[config.mk]
export PLATFORM = sky130hd
export DESIGN_NAME = mac_sequencer_flat
export DESIGN_NICKNAME = d
export VERILOG_FILES = /design/src/rtl/mac_sequencer_if.sv /design/src/rtl/mac_sequencer.sv /design/src/flat_wrapper.sv
export SDC_FILE = /design/constraint.sdc
export NUM_CORES = 1
export LEC_CHECK = 0
export BUFFER_PORTS_ARGS = -buffer_cell sky130_fd_sc_hd__buf_2
export CAP_MARGIN = 10
export CELL_PAD_IN_SITES_DETAIL_PLACEMENT = 0
export CELL_PAD_IN_SITES_GLOBAL_PLACEMENT = 1
export CORE_ASPECT_RATIO = 1.5
export CORE_MARGIN = 10
export CORE_UTILIZATION = 37
export CTS_BUF_LIST = sky130_fd_sc_hd__clkbuf_4 sky130_fd_sc_hd__clkbuf_8
export CTS_CLUSTER_DIAMETER = 60
export DETAILED_ROUTE_END_ITERATION = 12
export PLACE_DENSITY_LB_ADDON = 0.05
export SKIP_LAST_GASP = 1
export SYNTH_ARGS = -nofsm -noshare
export SYNTH_HDL_FRONTEND = slang
export SYNTH_SLANG_ARGS = --single-unit
[constraint.sdc]
create_clock -name Clk -period 3 [get_ports Clk]
set_input_delay 0.45 -clock Clk [delete_from_list [all_inputs] [get_ports Clk]]
set_output_delay 0.45 -clock Clk [all_outputs]
set_load 0.01 [all_outputs]
[src/rtl/mac_sequencer_if.sv]
`default_nettype none
// ============================================================================
//  Module   : mac_sequencer_if
//  Purpose  : Bundles the operand stream, Multiplier link and result stream
//             of the MAC sequencer.
//  Revision : 1.0 - initial release
//  Signals  :
//    InA/InB/InLast/InValid/InReady    operand-pair stream (valid/ready)
//    MulInputA/MulInputB/MulStart      operands and start to the Multiplier
//    MulProduct/MulReady               product and ready from the Multiplier
//    Result/ResultCount/ResultOverflow packet result fields
//    ResultValid/ResultReady           result handshake (valid/ready)
//  Modports :
//    slave  - the sequencer itself
//    master - the environment around it (source, Multiplier, sink)
// ============================================================================
interface mac_sequencer_if #(
  parameter int DATA_WIDTH  = 16,
  parameter int ACC_WIDTH   = 40,
  parameter int COUNT_WIDTH = 16
);
  logic [DATA_WIDTH-1:0]   InA;
  logic [DATA_WIDTH-1:0]   InB;
  logic                    InLast;
  logic                    InValid;
  logic                    InReady;
  logic [DATA_WIDTH-1:0]   MulInputA;
  logic [DATA_WIDTH-1:0]   MulInputB;
  logic                    MulStart;
  logic [2*DATA_WIDTH-1:0] MulProduct;
  logic                    MulReady;
  logic [ACC_WIDTH-1:0]    Result;
  logic [COUNT_WIDTH-1:0]  ResultCount;
  logic                    ResultOverflow;
  logic                    ResultValid;
  logic                    ResultReady;

  modport slave (
    input  InA, InB, InLast, InValid, MulProduct, MulReady, ResultReady,
    output InReady, MulInputA, MulInputB, MulStart,
           Result, ResultCount, ResultOverflow, ResultValid
  );

  modport master (
    output InA, InB, InLast, InValid, MulProduct, MulReady, ResultReady,
    input  InReady, MulInputA, MulInputB, MulStart,
           Result, ResultCount, ResultOverflow, ResultValid
  );
endinterface
`default_nettype wire

[src/rtl/mac_sequencer.sv]
`default_nettype none
// ============================================================================
//  Module   : mac_sequencer
//  Purpose  : Feeds operand pairs one at a time to a shift-add Multiplier,
//             accumulates the products of a packet (delimited by InLast) and
//             returns one dot-product result per packet.
//  Revision : 1.0 - initial release
//  Ports    :
//    Clk    in  clock, rising edge
//    Reset  in  synchronous active-high reset
//    bus    mac_sequencer_if.slave - operand stream, Multiplier link, result
// ============================================================================
module mac_sequencer #(
  parameter int DATA_WIDTH  = 16,
  parameter int ACC_WIDTH   = 40,
  parameter int COUNT_WIDTH = 16
) (
  input  logic           Clk,
  input  logic           Reset,
  mac_sequencer_if.slave bus
);

  typedef enum logic [2:0] {
    S_IDLE      = 3'd0,
    S_ISSUE     = 3'd1,
    S_WAIT_DROP = 3'd2,
    S_WAIT_DONE = 3'd3,
    S_ACCUM     = 3'd4,
    S_OUT       = 3'd5
  } state_t;

  state_t                 r_state;
  logic [DATA_WIDTH-1:0]  r_mul_a;
  logic [DATA_WIDTH-1:0]  r_mul_b;
  logic                   r_mul_start;
  logic                   r_last;
  logic [ACC_WIDTH-1:0]   r_acc;
  logic                   r_ovf;
  logic [COUNT_WIDTH-1:0] r_count;
  logic [ACC_WIDTH-1:0]   r_result;
  logic [COUNT_WIDTH-1:0] r_result_count;
  logic                   r_result_ovf;
  logic                   r_result_valid;

  logic                   w_accept;
  logic [ACC_WIDTH:0]     w_sum;
  logic [ACC_WIDTH-1:0]   w_acc_next;
  logic                   w_ovf_next;
  logic [COUNT_WIDTH-1:0] w_count_next;

  // Only accept a pair when the Multiplier is idle, so the start handshake
  // normally completes on the first ISSUE cycle.
  assign bus.InReady = (r_state == S_IDLE) && bus.MulReady;
  assign w_accept    = bus.InValid && bus.InReady;

  // One extra bit on the adder captures the carry-out for the sticky flag.
  assign w_sum        = {1'b0, r_acc}
                      + {{(ACC_WIDTH + 1 - 2*DATA_WIDTH){1'b0}}, bus.MulProduct};
  assign w_acc_next   = w_sum[ACC_WIDTH-1:0];
  assign w_ovf_next   = r_ovf | w_sum[ACC_WIDTH];
  assign w_count_next = (&r_count) ? r_count : r_count + COUNT_WIDTH'(1);

  always_ff @(posedge Clk) begin
    if (Reset) begin
      r_state        <= S_IDLE;
      r_mul_a        <= '0;
      r_mul_b        <= '0;
      r_mul_start    <= 1'b0;
      r_last         <= 1'b0;
      r_acc          <= '0;
      r_ovf          <= 1'b0;
      r_count        <= '0;
      r_result       <= '0;
      r_result_count <= '0;
      r_result_ovf   <= 1'b0;
      r_result_valid <= 1'b0;
    end else begin
      case (r_state)
        S_IDLE: begin
          if (w_accept) begin
            r_mul_a     <= bus.InA;
            r_mul_b     <= bus.InB;
            r_last      <= bus.InLast;
            r_mul_start <= 1'b1;
            r_state     <= S_ISSUE;
          end
        end
        S_ISSUE: begin
          // Only stalls when a reset left the Multiplier mid-operation.
          if (bus.MulReady) begin
            r_mul_start <= 1'b0;
            r_state     <= S_WAIT_DROP;
          end
        end
        S_WAIT_DROP: begin
          // The Multiplier's Ready drops only after the start edge, so it
          // cannot be trusted during this cycle.
          r_state <= S_WAIT_DONE;
        end
        S_WAIT_DONE: begin
          if (bus.MulReady) begin
            r_state <= S_ACCUM;
          end
        end
        S_ACCUM: begin
          r_acc   <= w_acc_next;
          r_ovf   <= w_ovf_next;
          r_count <= w_count_next;
          if (r_last) begin
            r_result       <= w_acc_next;
            r_result_count <= w_count_next;
            r_result_ovf   <= w_ovf_next;
            r_result_valid <= 1'b1;
            r_state        <= S_OUT;
          end else begin
            r_state <= S_IDLE;
          end
        end
        S_OUT: begin
          if (bus.ResultReady) begin
            r_result_valid <= 1'b0;
            r_acc          <= '0;
            r_ovf          <= 1'b0;
            r_count        <= '0;
            r_state        <= S_IDLE;
          end
        end
        default: begin
          r_state <= S_IDLE;
        end
      endcase
    end
  end

  assign bus.MulInputA      = r_mul_a;
  assign bus.MulInputB      = r_mul_b;
  assign bus.MulStart       = r_mul_start;
  assign bus.Result         = r_result;
  assign bus.ResultCount    = r_result_count;
  assign bus.ResultOverflow = r_result_ovf;
  assign bus.ResultValid    = r_result_valid;

endmodule
`default_nettype wire
[src/flat_wrapper.sv]
// flat-port wrapper written by rule: the top's interface ports become plain ports
module mac_sequencer_flat 
#(
  parameter int DATA_WIDTH  = 16,
  parameter int ACC_WIDTH   = 40,
  parameter int COUNT_WIDTH = 16
)
  (Clk, Reset, bus_InA, bus_InB, bus_InLast, bus_InValid, bus_MulProduct, bus_MulReady, bus_ResultReady, bus_InReady, bus_MulInputA, bus_MulInputB, bus_MulStart, bus_Result, bus_ResultCount, bus_ResultOverflow, bus_ResultValid);
  mac_sequencer_if #(.DATA_WIDTH(DATA_WIDTH), .ACC_WIDTH(ACC_WIDTH), .COUNT_WIDTH(COUNT_WIDTH)) bus_i ();
  input  logic Clk;
  input  logic Reset;
  input wire logic [$bits(bus_i.InA)-1:0] bus_InA;
  input wire logic [$bits(bus_i.InB)-1:0] bus_InB;
  input wire logic [$bits(bus_i.InLast)-1:0] bus_InLast;
  input wire logic [$bits(bus_i.InValid)-1:0] bus_InValid;
  input wire logic [$bits(bus_i.MulProduct)-1:0] bus_MulProduct;
  input wire logic [$bits(bus_i.MulReady)-1:0] bus_MulReady;
  input wire logic [$bits(bus_i.ResultReady)-1:0] bus_ResultReady;
  output wire logic [$bits(bus_i.InReady)-1:0] bus_InReady;
  output wire logic [$bits(bus_i.MulInputA)-1:0] bus_MulInputA;
  output wire logic [$bits(bus_i.MulInputB)-1:0] bus_MulInputB;
  output wire logic [$bits(bus_i.MulStart)-1:0] bus_MulStart;
  output wire logic [$bits(bus_i.Result)-1:0] bus_Result;
  output wire logic [$bits(bus_i.ResultCount)-1:0] bus_ResultCount;
  output wire logic [$bits(bus_i.ResultOverflow)-1:0] bus_ResultOverflow;
  output wire logic [$bits(bus_i.ResultValid)-1:0] bus_ResultValid;
  assign bus_i.InA = bus_InA;
  assign bus_i.InB = bus_InB;
  assign bus_i.InLast = bus_InLast;
  assign bus_i.InValid = bus_InValid;
  assign bus_i.MulProduct = bus_MulProduct;
  assign bus_i.MulReady = bus_MulReady;
  assign bus_i.ResultReady = bus_ResultReady;
  assign bus_InReady = bus_i.InReady;
  assign bus_MulInputA = bus_i.MulInputA;
  assign bus_MulInputB = bus_i.MulInputB;
  assign bus_MulStart = bus_i.MulStart;
  assign bus_Result = bus_i.Result;
  assign bus_ResultCount = bus_i.ResultCount;
  assign bus_ResultOverflow = bus_i.ResultOverflow;
  assign bus_ResultValid = bus_i.ResultValid;
  mac_sequencer #(.DATA_WIDTH(DATA_WIDTH), .ACC_WIDTH(ACC_WIDTH), .COUNT_WIDTH(COUNT_WIDTH)) u_core (.Clk(Clk), .Reset(Reset), .bus(bus_i));
endmodule
Yosys cells after proc, flatten, opt, wreduce, memory -nomap -nowiden
Index checks and enable logic that the tools add are counted.

storage, ports and cells
  bits in registers = 152
  input port bits = 70
  output and inout port bits = 92

operators by class
  $add $sub $neg = 2
  equality and inequality tests = 10
  mux-type cells = 18
  bitwise operators = 1
  reduce and logical (&&, ||, !) cells = 12

operators by type and width
  kind                                                                      number
  40-bit case mux with 2 select lines                                       1
  40-bit by 32-bit adder with 41-bit output                                 1
  40-bit two-way mux                                                        1
  16-bit two-way mux                                                        2
  16-bit case mux with 2 select lines                                       1
  3-bit case mux with 6 select lines                                        1
  16-bit by 1-bit adder with 16-bit output (second input constant)          1
  16-bit AND reduction                                                      1
  3-bit two-way mux                                                         5
  3-bit by 2-bit == test with 1-bit output (second input constant)          2
  3-bit == test (second input constant)                                     2
  2-bit inequality test (second input constant)                             3
  1-bit case mux with 2 select lines                                        3
  2-bit AND reduction                                                       3
  3-bit AND reduction                                                       2
  1-bit two-way mux                                                         4
  2-bit by 1-bit inequality test with 1-bit output (second input constant)  2
  4-bit AND reduction                                                       1
  2-bit nonzero test                                                        2
  3-bit by 1-bit == test with 1-bit output (second input constant)          1
  3-bit zero test                                                           1
  1-bit logical AND                                                         2
  1-bit OR                                                                  1

Longest topological paths before layout
Gate-level depths: netlist (run 1).

  word-level depth = 5
  gate-level depth with buffers = 11

Least setup slack after synthesis (run 1)
Ideal clock, no wire load.

  path kind = input to register
  start point = input bus_MulProduct[5]
  end point = register u_core.r_acc[38]
  data arrival time = 2.841 ns
  data required time = 2.879 ns
  setup slack = 0.039 ns
  cell stages on the path = 10
  buffers on the path = 1
  cells stage by stage = ha_1 > and3_1 > a221oi_2 > or4_1 > a41o_1 > a21oi_4 > a31oi_1 > buf_2 > nor4_1 > mux2_2

on the way
  cells in the longest elaborated chain, start to end = 2

RTL lines
  item                                       line                  source
  start: declaration                         flat_wrapper.sv:16    input wire logic [$bits(bus_i.MulProduct)-1:0] bus_MulProduct;
  40-bit by 32-bit adder with 41-bit output  mac_sequencer.sv:58   + {{(ACC_WIDTH + 1 - 2*DATA_WIDTH){1'b0}}, bus.MulProduct};
  40-bit case mux with 2 select lines        mac_sequencer.sv:78   case (r_state)
  end signal: assignment                     mac_sequencer.sv:106  r_acc <= w_acc_next;
  end: declaration                           mac_sequencer.sv:37   logic [ACC_WIDTH-1:0] r_acc;

No other way between the ends.
A chain may end at the register's enable or synchronous reset.

Final worst setup path (run 1)
  start point = register u_core.r_acc[9]
  end point = register u_core.r_result[38], in the netlist u_core.bus.Result[38]

on the way
  cells in the longest elaborated chain, start to end = 1

RTL lines
  item                                       line                  source
  40-bit by 32-bit adder with 41-bit output  mac_sequencer.sv:58
  end signal: assignment                     mac_sequencer.sv:110  r_result <= w_acc_next;
  end: declaration                           mac_sequencer.sv:40   logic [ACC_WIDTH-1:0] r_result;

No other way between the ends.

==> results of run 1 <==
## logic make-up (layout without fill, tap and decap cells)
group                    count (synthesis)  count (layout)  synth area share [%]
AND/OR/NAND/NOR                        375             375                 21.75
flip-flops                             152             152                 39.77
XOR/XNOR                                40              40                 4.579
multiplexers                             1               1                0.1472
buffers and inverters                   74             269                 3.663
AO/OA/AOI/OAI                          295             295                 24.43
adder cells (fa/ha/maj)                 34              34                 5.658
## power breakdown
| group | leakage, nW | total (mW) | switching [mW] | internal, mW |
|---|---|---|---|---|
| Clock | 0.214 | 1.77 | 0.813 | 0.956 |
| Combinational | 2.54 | 0.381 | 0.227 | 0.154 |
| Sequential | 1.23 | 2.08 | 0.0249 | 2.05 |
| Total | 3.98 | 4.23 | 1.07 | 3.16 |
## routing by layer
| layer | GRT usage, % | up-vias | share of wire, % |
|---|---|---|---|
| met5 | 0 | - | 0 |
| met4 | 5.208 | 0 | 1.6 |
| met3 | 4.143 | 25 | 5.6 |
| met2 | 30.55 | 162 | 50 |
| met1 | 19.68 | 3433 | 43 |
| li1 | - | 3845 | - |
## stage by stage
step / hold WS (ns) / utilization [%] / instance area, sq um / setup slack [ns]
2_1_floorplan: 0.4291 / - / 7651 / 0.03876
3_3_place_gp: 0.4377 / 44.46 / 9042 / -0.1584
5_1_grt: 0.1850 / 46.85 / 9529 / -0.01781
6_report: 0.2153 / 46.85 / 9529 / 0.09530
3_5_place_dp: 0.4440 / 44.46 / 9042 / -0.1938
4_1_cts: 0.1821 / 46.64 / 9485 / 0.03416
## state kept, by name (all words and copies together) (netlist names), 3 cells and up
signal and cells:
u_core.r_acc 40, u_core.bus.MulInputB 16, u_core.bus.ResultCount 16, u_core.r_state 3, u_core.bus.MulInputA 16, u_core.bus.Result 40, u_core.r_count 16
## cell type report
type | count | area share, %
Multi-Input combinational cell | 745 | 45.97
Sequential cell | 152 | 31.95
Timing Repair Buffer | 221 | 13.34
Tap cell | 264 | 3.466
Clock buffer | 20 | 2.823
Clock inverter | 12 | 1.825
Inverter | 16 | 0.6303
## final timing paths
check / start / end / slack, ns / depth (start not counted)
min: bus_InB[10] / u_core.bus.MulInputB[10] / 0.22 / 3
max: u_core.r_acc[9] / u_core.bus.Result[38] / 0.1 / 11
max reg2reg: u_core.r_acc[9] / u_core.bus.Result[38] / 0.1 / 11
min reg2reg: u_core.bus.MulInputA[0] / u_core.bus.MulInputA[0] / 0.45 / 2
## cell usage in the layout (no fill, tap or decap), drive strengths merged, types with 3 or more instances in the layout
master	Yosys	layout
a22o	14	14
nand2b	5	5
a311oi	9	9
o31ai	6	6
a31o	4	4
nor2	82	82
a22oi	16	16
a21oi	120	120
and3	10	10
nand3	22	22
a21o	15	15
xnor2	22	22
nor4	7	7
nand2	181	181
nor3	16	16
clkinvlp	0	4
nand4	13	13
a41oi	3	3
buf	4	221
nand3b	3	3
a31oi	14	14
or3	13	13
o211ai	4	4
o21ai	45	45
a211oi	18	18
nor3b	4	4
ha	33	33
inv	16	16
dfxtp	152	152
a221oi	3	3
clkinv	0	4
or4	6	6
bufinv	0	4
o21bai	6	6
clkbuf	54	20
nor2b	7	7
and2	3	3
xor2	18	18
## repair_timing
| action | 4_1_cts | 5_1_grt |
|---|---|---|
| hold buffers | 0 | 0 |
| gates resized for setup | 0 | 11 |
| buffers inserted | 0 | 0 |
| endpoints found under the hold margin | 0 | 0 |
| endpoints found under the setup margin | 0 | 13 |
## worst max-delay path, cell delays in order (launching register included)
cell and delay [ns]:
dfxtp_1 0.32, ha_2 0.38, nand2_1 0.09, buf_4 0.15, o21ai_0 0.22, nand3_1 0.18
a41o_4 0.34, a21oi_4 0.13, a31oi_1 0.09, buf_4 0.17, or4_1 0.51, a311oi_2 0.23
==> results.py, run 1 <==
metrics = {
    "outcome": {
        "status": "finished clean",
    },
    "worst_setup_path": {
        "crit_type": "register to register",
        "cp-end-kind": "register",
        "cp-start-kind": "register",
        "crit_required_ns": 3.38,
        "arrival_ns": 3.28,
        "cp_max_fo": 8,
    },
    "drt": {
        "wl_per_cell_um": 16.55,
        "final_antenna_net_count": 0,
        "firstDrtPassIters": 5,
        "dr_total_vias": 7465,
        "post-route-drc-count": 0,
        "viasPerCell": 5.220,
        "finalWirelength_um": 23670,
        "drt_iter0_markers": 283,
    },
    "cells_and_area": {
        "regArea_sq_um": 3044,
        "fill_cells": 2111,
        "final_cells": 1430,
        "syn2layout_area_growth_pct": 24.55,
        "antenna_cells": 0,
        "drive_above_1_share_pct": 23.33,
        "multi_input_area_sq_um": 4380,
        "final_net_count": 1257,
    },
    "yosys": {
        "synth_commonest_cells": "181 x nand2_1, 152 x dfxtp_1, 119 x a21oi_1, 82 x nor2_1, 54 x clkbuf_1",
        "synthArstFlopShare_pct": 0,
        "synth_seq_cells": 152,
        "avgSynthCellArea_sq_um": 7.880,
        "synth_area_leaders": "dfxtp_1 40%, nand2_1 8.9%, a21oi_1 7.8%",
        "synth_warnings": 0,
        "ys_seq_area_share_pct": 39.77,
        "synth_edf_count": 0,
        "synth_area_sq_um": 7651,
        "syn_inst": 971,
        "synth_flop_cell": "dfxtp_1",
        "netlist.area_leader.share_pct": 39.77,
        "ys_types": 57,
        "yosys.area.top_type": "dfxtp_1",
        "synth_fp_nets": 1075,
        "yosysMostFrequentCell": "nand2_1",
    },
    "clock_network": {
        "cts_made_buffers": 17,
        "cts_sinks": 152,
        "path_clk_slew_ns": 0.09,
        "clk_path_buf_depth": 2,
        "clk_latency_ns": 0.46,
        "tritoncts": "done",
        "htree_levels": 4,
        "cts_root_buf": "clkbuf_8",
    },
    "global_route": {
        "grt_remaining_overflow": 0,
        "grt_max_degree": 96,
        "grt_pass1_vias": 7347,
        "antenna_found_initial": 0,
        "grt_pass1_wl_um": 37560,
        "track_usage_pct": 17.24,
    },
    "sta": {
        "finalCritPeriodShare_pct": 96.82,
        "setup_violations": 0,
        "hold_viol_final": 0,
        "tightest_slew_ns": 0.7200,
        "finClkSkew_ns": 0.01149,
        "rsz0062_at_grt": "yes",
        "fmax_mhz": 344.3,
        "report.final.slew_viol_count": 0,
        "finalSetupTns_ns": 0,
        "timing.final.crit_period_ns": 2.905,
        "slew_headroom_pct": 51.88,
    },
    "placed_design": {
        "place_hpwl_um": 17640,
        "place_inst": 1398,
        "place.gp.congestion": 0.8540,
        "port_buffers": 161,
    },
    "die": {
        "rows": 64,
        "placeableCoreArea_sq_um": 20340,
        "die_y_um": 196.1,
        "start_util_pct": 37.62,
        "io_pins": 162,
        "die_x_um": 137.4,
        "die-area_sq_um": 26950,
    },
    "power_and_ir_drop": {
        "ir_worst_vdd_uv": 210.2,
        "total_power_mw": 4.225,
        "p_per_area_nw_per_um2": 443.4,
        "leakage_nw": 3.985,
    },
    "hold_path": {
        "min_path_type": "input pin to register",
    },
    "job": {
        "maxCapViolCount": 0,
    },
}
Note: power is estimated with default switching activity, not from simulation.
==> run 2, diff against run 1 <==
Settings changed: ABC_AREA set to 1, CORE_UTILIZATION 37 to 36.
==> results.py, run 2 <==
metrics = {
    "outcome": {
        "status": "finished clean",
    },
    "yosys": {
        "synth_commonest_cells": "446 x nand2_1, 179 x inv_1, 152 x dfxtp_1, 123 x a21oi_1, 101 x nor2_1",
        "yosysMostFrequentCell": "nand2_1",
        "avgSynthCellArea_sq_um": 6.449,
        "synth_fp_nets": 1467,
        "yosys.area.top_type": "dfxtp_1",
        "synth_area_leaders": "dfxtp_1 35%, nand2_1 19%, inv_1 7.6%",
        "synth_warnings": 0,
        "synthArstFlopShare_pct": 0,
        "synth_seq_cells": 152,
        "ys_types": 36,
        "synth_area_sq_um": 8790,
        "ys_seq_area_share_pct": 34.62,
        "synth_edf_count": 0,
        "synth_flop_cell": "dfxtp_1",
        "syn_inst": 1363,
        "netlist.area_leader.share_pct": 34.62,
    },
    "global_route": {
        "antenna_found_initial": 1,
        "grt_max_degree": 94,
        "grt_pass1_wl_um": 46490,
        "grt_remaining_overflow": 0,
        "track_usage_pct": 18.58,
        "grt_pass1_vias": 8692,
    },
    "drt": {
        "final_antenna_net_count": 0,
        "viasPerCell": 4.740,
        "firstDrtPassIters": 4,
        "drt_iter0_markers": 370,
        "wl_per_cell_um": 15.75,
        "post-route-drc-count": 0,
        "dr_total_vias": 8722,
        "finalWirelength_um": 28980,
    },
    "sta": {
        "slew_headroom_pct": 22.28,
        "timing.final.crit_period_ns": 2.330,
        "finalSetupTns_ns": 0,
        "hold_viol_final": 0,
        "setup_violations": 0,
        "finalCritPeriodShare_pct": 77.66,
        "report.final.slew_viol_count": 0,
        "layout_setup_ws_ns": 0.6701,
        "finClkSkew_ns": 0.01697,
        "tightest_slew_ns": 1.166,
        "rsz0062_at_grt": "no",
        "fmax_mhz": 429.2,
    },
    "clock_network": {
        "hold_buffers": 0,
        "clk_latency_ns": 0.48,
        "htree_levels": 4,
        "cts_root_buf": "clkbuf_8",
        "tritoncts": "done",
        "cts_resized": 0,
        "cts_made_buffers": 17,
        "clk_path_buf_depth": 2,
        "cts_setup_buffers": 0,
        "cts_sinks": 152,
        "path_clk_slew_ns": 0.09,
    },
    "die": {
        "io_pins": 162,
        "die-area_sq_um": 31190,
        "die_x_um": 147.6,
        "start_util_pct": 36.23,
        "rows": 70,
        "placeableCoreArea_sq_um": 24260,
        "die_y_um": 211.4,
    },
    "cells_and_area": {
        "antenna_cells": 0,
        "final_net_count": 1607,
        "syn2layout_area_growth_pct": 17.05,
        "final_cell_mix": "446 x nand2_1, 177 x inv_1, 161 x buf_2",
        "final_common_cell": "nand2_1",
        "drive_above_1_share_pct": 15.24,
    },
    "power_and_ir_drop": {
        "total_power_mw": 6.266,
        "leakage_nw": 5.244,
        "p_per_area_nw_per_um2": 609.0,
        "ir_worst_vdd_uv": 397.2,
    },
    "placed_design": {
        "place_hpwl_um": 21780,
        "preCtsSetupSlack_ns": 0.4029,
        "place.gp.congestion": 0.8583,
        "port_buffers": 161,
    },
    "worst_setup_path": {
        "cp-start-kind": "register",
        "cp-end-kind": "register",
        "crit_type": "register to register",
        "r2r_cells": 13,
        "crit_required_ns": 3.39,
        "cp_max_fo": 5,
        "arrival_ns": 2.72,
    },
    "hold_path": {
        "min_path_cells": 3,
        "min_path_type": "input pin to register",
    },
    "job": {
        "maxCapViolCount": 0,
    },
}
==> run 2: cell types whose count changed in the layout (fill, tap and decap cells not counted), moves of 14 or more <==
cell and delta:
a211oi_1 -18, a22o_1 -14, a22oi_1 -16, buf_4 -50
inv_1 +161, nand2_1 +265, nand3_1 +76, nor2_1 +21
o21a_1 +19, xnor2_1 -14
==> run 2: critical path: stages, from the launching register on <==
cell	delay, ns
dfxtp_1	0.32
ha_1	0.22
fa_1	0.45
nand3_1	0.12
nand3_1	0.17
nand2_1	0.10
nand2_1	0.14
nand2_1	0.11
nand3_2	0.14
nand2_1	0.11
nand2_1	0.06
nand2_1	0.07
nand3_1	0.07
a21oi_1	0.15
==> run 2: final cells by class <==
type	instances	area [sq um]
flip-flops and latches	152	3043
fillers	2789	13970
repair buffers	172	900.9
clock inverters	14	197.7
multi-input cells	977	4807
well taps	324	405.4
clock buffers	18	247.7
inverters	183	686.9
==> run 2: logic make-up after synthesis <==
| group | synth area share, % |
|---|---|
| adder cells (fa/ha/maj) | 4.925 |
| AND/OR/NAND/NOR | 32.85 |
| flip-flops | 34.62 |
| XOR/XNOR | 2.690 |
| AO/OA/AOI/OAI | 14.16 |
| buffers and inverters | 10.75 |
==> run 2: path summary, 6_finish.rpt <==
kind | end | slack (ns) | from
setup / recovery | u_core.r_acc[30] | 0.67 | u_core.r_acc[0]
hold / removal | u_core.bus.MulInputB[5] | 0.24 | bus_InB[5]
setup reg to reg | u_core.r_acc[30] | 0.67 | u_core.r_acc[0]
hold reg to reg | u_core.bus.MulStart | 0.45 | u_core.bus.MulStart
==> run 2: per-layer routing <==
layer  global-route usage [%]  share of wire [%]
met1                    21.06                 42
met2                    32.89                 50
met3                    5.407                5.7
met4                    5.517                1.8
met5                        0              0.045
==> run 2: per-stage QoR <==
stage	util, %	instance area (sq um)	instances	hold slack [ns]
6_report	42.41	10290	1840	0.2387
5_1_grt	42.41	10290	1840	0.2245
4_1_cts	42.41	10290	1840	0.2065
3_5_place_dp	40.57	9843	1808	0.4398
3_3_place_gp	40.57	9843	1808	0.4351
2_1_floorplan	-	8790	1363	0.4427
==> run 2: power breakdown <==
group          internal [mW]  switching [mW]
clock network          0.935           0.861
registers               2.22           0.133
logic                  0.674            1.44
